<file path="src/rtl/clk_div_pkg.sv">
// Shared constants and types for the multi-channel clock divider.
package clk_div_pkg;

  localparam int DIV_MIN_RATIO = 2;
  localparam int DIV_RST_CNT   = 1;
  localparam int DIV_W_DEFAULT = 8;

  typedef enum logic {
    CH_BYPASS = 1'b0,
    CH_DIVIDE = 1'b1
  } ch_mode_e;

endpackage

</file>
<file path="src/rtl/clk_div_ch.sv">
// Single divider channel: integer ratio divider with a bypass mux.
// Optional rise strobe output enabled by CLK_DIV_MULTI_PULSE_EN.
//
// mode      | meaning
// CH_BYPASS | en low or ratio < 2: clock passes through, counters held
// CH_DIVIDE | divided clock driven from div_q
module clk_div_ch
  import clk_div_pkg::*;
#(
  parameter int DIV_W = DIV_W_DEFAULT
) (
  input  logic             clk_ref_i,
  input  logic             rst_i,
  input  logic             en_i,
  input  logic [DIV_W-1:0] ratio_i,
  output logic             div_clk_o,
  output logic [DIV_W-1:0] ratio_act_o
`ifdef CLK_DIV_MULTI_PULSE_EN
  ,
  output logic             rise_pulse_o
`endif
);

  logic [DIV_W-1:0] act_q, act_d;
  logic [DIV_W-1:0] cnt_q, cnt_d;
  logic             div_q, div_d;
  logic [DIV_W-1:0] phase_len;
  logic             phase_done;
  ch_mode_e         mode;

  // Mode decode and phase length; high phase takes the extra cycle of odd ratios.
  always_comb begin
    mode       = (en_i && (act_q >= DIV_W'(DIV_MIN_RATIO))) ? CH_DIVIDE : CH_BYPASS;
    phase_len  = div_q ? ((act_q >> 1) + {{(DIV_W-1){1'b0}}, act_q[0]}) : (act_q >> 1);
    phase_done = (cnt_q >= phase_len);
  end

  // Next-state: count within a phase, toggle at phase end, reload ratio only at period end.
  always_comb begin
    act_d = act_q;
    cnt_d = cnt_q;
    div_d = div_q;
    if (mode == CH_BYPASS) begin
      act_d = ratio_i;
      cnt_d = DIV_W'(DIV_RST_CNT);
      div_d = 1'b0;
    end else if (phase_done) begin
      div_d = ~div_q;
      cnt_d = DIV_W'(DIV_RST_CNT);
      if (div_q) act_d = ratio_i;
    end else begin
      cnt_d = cnt_q + 1'b1;
    end
  end

  // State registers with synchronous reset.
  always_ff @(posedge clk_ref_i) begin
    if (rst_i) begin
      act_q <= '0;
      cnt_q <= DIV_W'(DIV_RST_CNT);
      div_q <= 1'b0;
    end else begin
      act_q <= act_d;
      cnt_q <= cnt_d;
      div_q <= div_d;
    end
  end

`ifdef CLK_DIV_MULTI_PULSE_EN
  logic pulse_q;

  // Strobe registered alongside the low->high toggle so it aligns with the first high cycle.
  always_ff @(posedge clk_ref_i) begin
    if (rst_i) pulse_q <= 1'b0;
    else       pulse_q <= (mode == CH_DIVIDE) && phase_done && !div_q;
  end

  assign rise_pulse_o = pulse_q;
`endif

  assign div_clk_o   = (mode == CH_DIVIDE) ? div_q : clk_ref_i;
  assign ratio_act_o = act_q;

endmodule

</file>
<file path="src/rtl/clk_div_multi.sv">
// Multi-channel clock divider top: slices the ratio bus and instantiates
// one clk_div_ch per channel. Optional rise strobe port: CLK_DIV_MULTI_PULSE_EN.
module clk_div_multi
  import clk_div_pkg::*;
#(
  parameter int NUM_CH = 4,
  parameter int DIV_W  = DIV_W_DEFAULT
) (
  input  logic                    i_clk_ref,
  input  logic                    i_rst,
  input  logic [NUM_CH-1:0]       i_clk_en,
  input  logic [NUM_CH*DIV_W-1:0] i_div_ratio,
  output logic [NUM_CH-1:0]       o_div_clk,
  output logic [NUM_CH*DIV_W-1:0] o_ratio_act
`ifdef CLK_DIV_MULTI_PULSE_EN
  ,
  output logic [NUM_CH-1:0]       o_rise_pulse
`endif
);

  for (genvar k = 0; k < NUM_CH; k++) begin : g_ch
    clk_div_ch #(
      .DIV_W(DIV_W)
    ) u_ch (
      .clk_ref_i   (i_clk_ref),
      .rst_i       (i_rst),
      .en_i        (i_clk_en[k]),
      .ratio_i     (i_div_ratio[k*DIV_W +: DIV_W]),
      .div_clk_o   (o_div_clk[k]),
      .ratio_act_o (o_ratio_act[k*DIV_W +: DIV_W])
`ifdef CLK_DIV_MULTI_PULSE_EN
      ,
      .rise_pulse_o(o_rise_pulse[k])
`endif
    );
  end

endmodule

</file>
<file path="config.mk">
export PLATFORM = sky130hd
export DESIGN_NAME = clk_div_multi
export DESIGN_NICKNAME = d
export VERILOG_FILES = /design/src/rtl/clk_div_pkg.sv /design/src/rtl/clk_div_ch.sv /design/src/rtl/clk_div_multi.sv
export SDC_FILE = /design/constraint.sdc
export NUM_CORES = 1
export LEC_CHECK = 0
export ABC_AREA = 1
export CORE_UTILIZATION = 59
export DETAILED_ROUTE_END_ITERATION = 8
export PLACE_DENSITY = 0.87
export SLEW_MARGIN = 20
export SYNTH_ARGS = -nofsm -noshare
export SYNTH_HDL_FRONTEND = slang
export SYNTH_HIERARCHICAL = 1
export SYNTH_SLANG_ARGS = --single-unit
</file>
<file path="constraint.sdc">
create_clock -name i_clk_ref -period 4.9 [get_ports i_clk_ref]
set_clock_uncertainty 0.1 [all_clocks]
set_input_delay 0.98 -clock i_clk_ref [delete_from_list [all_inputs] [get_ports i_clk_ref]]
set_output_delay 0.98 -clock i_clk_ref [all_outputs]
set_load 0.01 [all_outputs]
</file>
==> impl_results.md <==
- Detailed Route WL: 10.0 mm
- # DRC: 0
- Metal-1 WL: 4.31 mm
- Max Used Layer: met4
- Clock transition at path regs: 0.08 ns
- Met2 WL: 5.00 mm
- Worst slew pin tran: 0.325 ns
- Die Span Y: 90.2 um
- Most frequent cells in the layout: 132 x nand2_1, 104 x nor2_1, 80 x inv_1
- Leakage: 0.00261 uW
- Pwr/cell area: 626 nW/um^2
- Syn_area_per_cell: 7.17 sq um
- Rel. slew slack: 0.783
- Die area: 8140 sq um
- Global-route wire length before repair: 17.2 mm
- Wire length per cell: 12.1 um
- Syn nets: 726
- Final TNS setup: 0 ns
- Core ar.: 7370 sq um
- Area Overhead vs Synth: 22.5%
- Metal3 WL: 553 um
- # diodes: 0
- Routability cong.: 0.835
- Post-Syn Area: 4590 sq um
- Synth area leader: dfxtp_1
- Post-synthesis cell count: 640
- Max VDD drop: 0.412 mV
- Gr usage total: 0.257
- Post-CTS sizing: 0
- Top cells by area, synth: dfxtp_1 30%, ha_1 13%, nand2_1 11%
- Final hold violation count: 0
- Port Buffer Count: 73
- Antenna Nets Post-Route: 0
- Postcts setup bufs: 0
- Die span in x: 90.2 um
- Max Cap Viol: 0
- Post-CTS Hold Fix Bufs: 0
- # nets final: 806
- Post-Place Worst Slack: 0.752 ns
- Gr ovfl total: 0
- Initial DRC count: 122
- I/O Pins: 74
- Via count: 4211
- Worst min path class: reg -> reg
- Layout cells sized above 1: 0.0883
- Unrepaired setup endpoints after global routing: false
- Post-synth top area share: 0.297
- DR pass1 iterations: 5
- Status: finished, final reports clean
- Final setup vio count: 0
- Post-synthesis sequential area ratio: 0.297
- Placed cell count: 804
- Setup WS post-layout: 0.454 ns
- Finished Layout Cells: 824
- Initial Util: 0.623
- WP data required: 3.82 ns
- Core Rows: 31
- Synth cell types: 24
- Crit Path Max Fanout: 2
- Setup Crit Path Kind: clk -> out
- Dpl hpwl: 7.24 mm
- Final number of max-transition violations: 0
- Worst setup EP type: output pin
- Yosys warns: 6
- Initial antenna violation count: 0
- Startpoint types: clock port
- #FFs+latches synth: 68
- CTS tree: done
- Clock latency on the worst-skew pair: 0.44 ns
- Vias per Instance: 5.11
- Largest net degree at the start of global routing: 18
- CP Data Arrival Time: 3.37 ns
- Number of global-route vias before repair: 4047
- Most common cell after layout, fill and taps aside: nand2_1
[worst max-delay path, cell delays in order]
cell and delay [ns]:
clkbuf_8 0.12, clkbuf_8 0.14, o21a_1 0.18, clkdlybuf4s50_1 0.48
[sequential cells by signal, summed over array words and instances (netlist names)]
signal and count:
g_ch.u_ch/cnt_q 32, g_ch.u_ch/ratio_act_o 32, g_ch.u_ch/div_q 4
[cells by family (layout without fill, tap and decap cells)]
logic type | Yosys count | in the layout | share of synthesized area
AND/OR/NAND/NOR | 332 | 332 | 0.336
buffers and inverters | 96 | 181 | 0.0916
flip-flops | 68 | 68 | 0.297
AO/OA/AOI/OAI | 56 | 56 | 0.0687
adder cells (fa/ha/maj) | 48 | 48 | 0.131
XOR/XNOR | 40 | 40 | 0.0763
[report_power, final]
part / internal [uW] / total [uW] / switching, uW
combinational: 772 / 1800 / 1030
clock: 420 / 707 / 288
sequential: 732 / 1010 / 281
[layer usage]
layer,up-vias,track usage
li1,2172,-
met1,1907,0.286
met2,115,0.455
met3,17,0.0702
met4,0,0.112
met5,-,0
[cell usage after synthesis (all sizes together)]
master  count
nand2     136
nor2      120
inv        84
dfxtp      68
nand3      64
ha         48
a21oi      44
xnor2      24
xor2       16
buf         8
a21o        4
clkinv      4
nand3b      4
nand4       4
o21a        4
o21ai       4
or2         4
[per-stage QoR]
stage | area [sq um] | total power [uW] | util | hold WS [ns]
finish | 5620 | 3520 | 0.763 | 0.334
global placement | 5350 | 2800 | 0.726 | 0.309
global route | 5620 | 3840 | 0.763 | 0.353
floorplan | 4590 | 2360 | - | 0.295
detailed placement | 5350 | 2880 | 0.726 | 0.314
CTS | 5620 | 3540 | 0.763 | 0.338
[cell type report]
cell class | count | area, sq um
sequential | 68 | 1360
fill | 537 | 1750
multi-input combinational | 476 | 2810
clock buffer | 17 | 219
timing repair buffer | 69 | 691
inverter | 88 | 330
clock inverter | 7 | 91.3
tap | 99 | 124
[final timing paths]
check	from	to	slack [ns]	cells past startpoint
setup / recovery	i_clk_ref	o_div_clk[1]	0.45	4
hold / removal	g_ch[2].u_ch/cnt_q[0]$_SDFF_PP1_	g_ch[2].u_ch/cnt_q[0]$_SDFF_PP1_	0.33	1
setup reg to reg	g_ch[0].u_ch/ratio_act_o[1]$_SDFFE_PP0P_	g_ch[0].u_ch/ratio_act_o[6]$_SDFFE_PP0P_	2.18	12
hold reg to reg	g_ch[2].u_ch/cnt_q[0]$_SDFF_PP1_	g_ch[2].u_ch/cnt_q[0]$_SDFF_PP1_	0.33	1
Power figures use the tool's default switching activity.
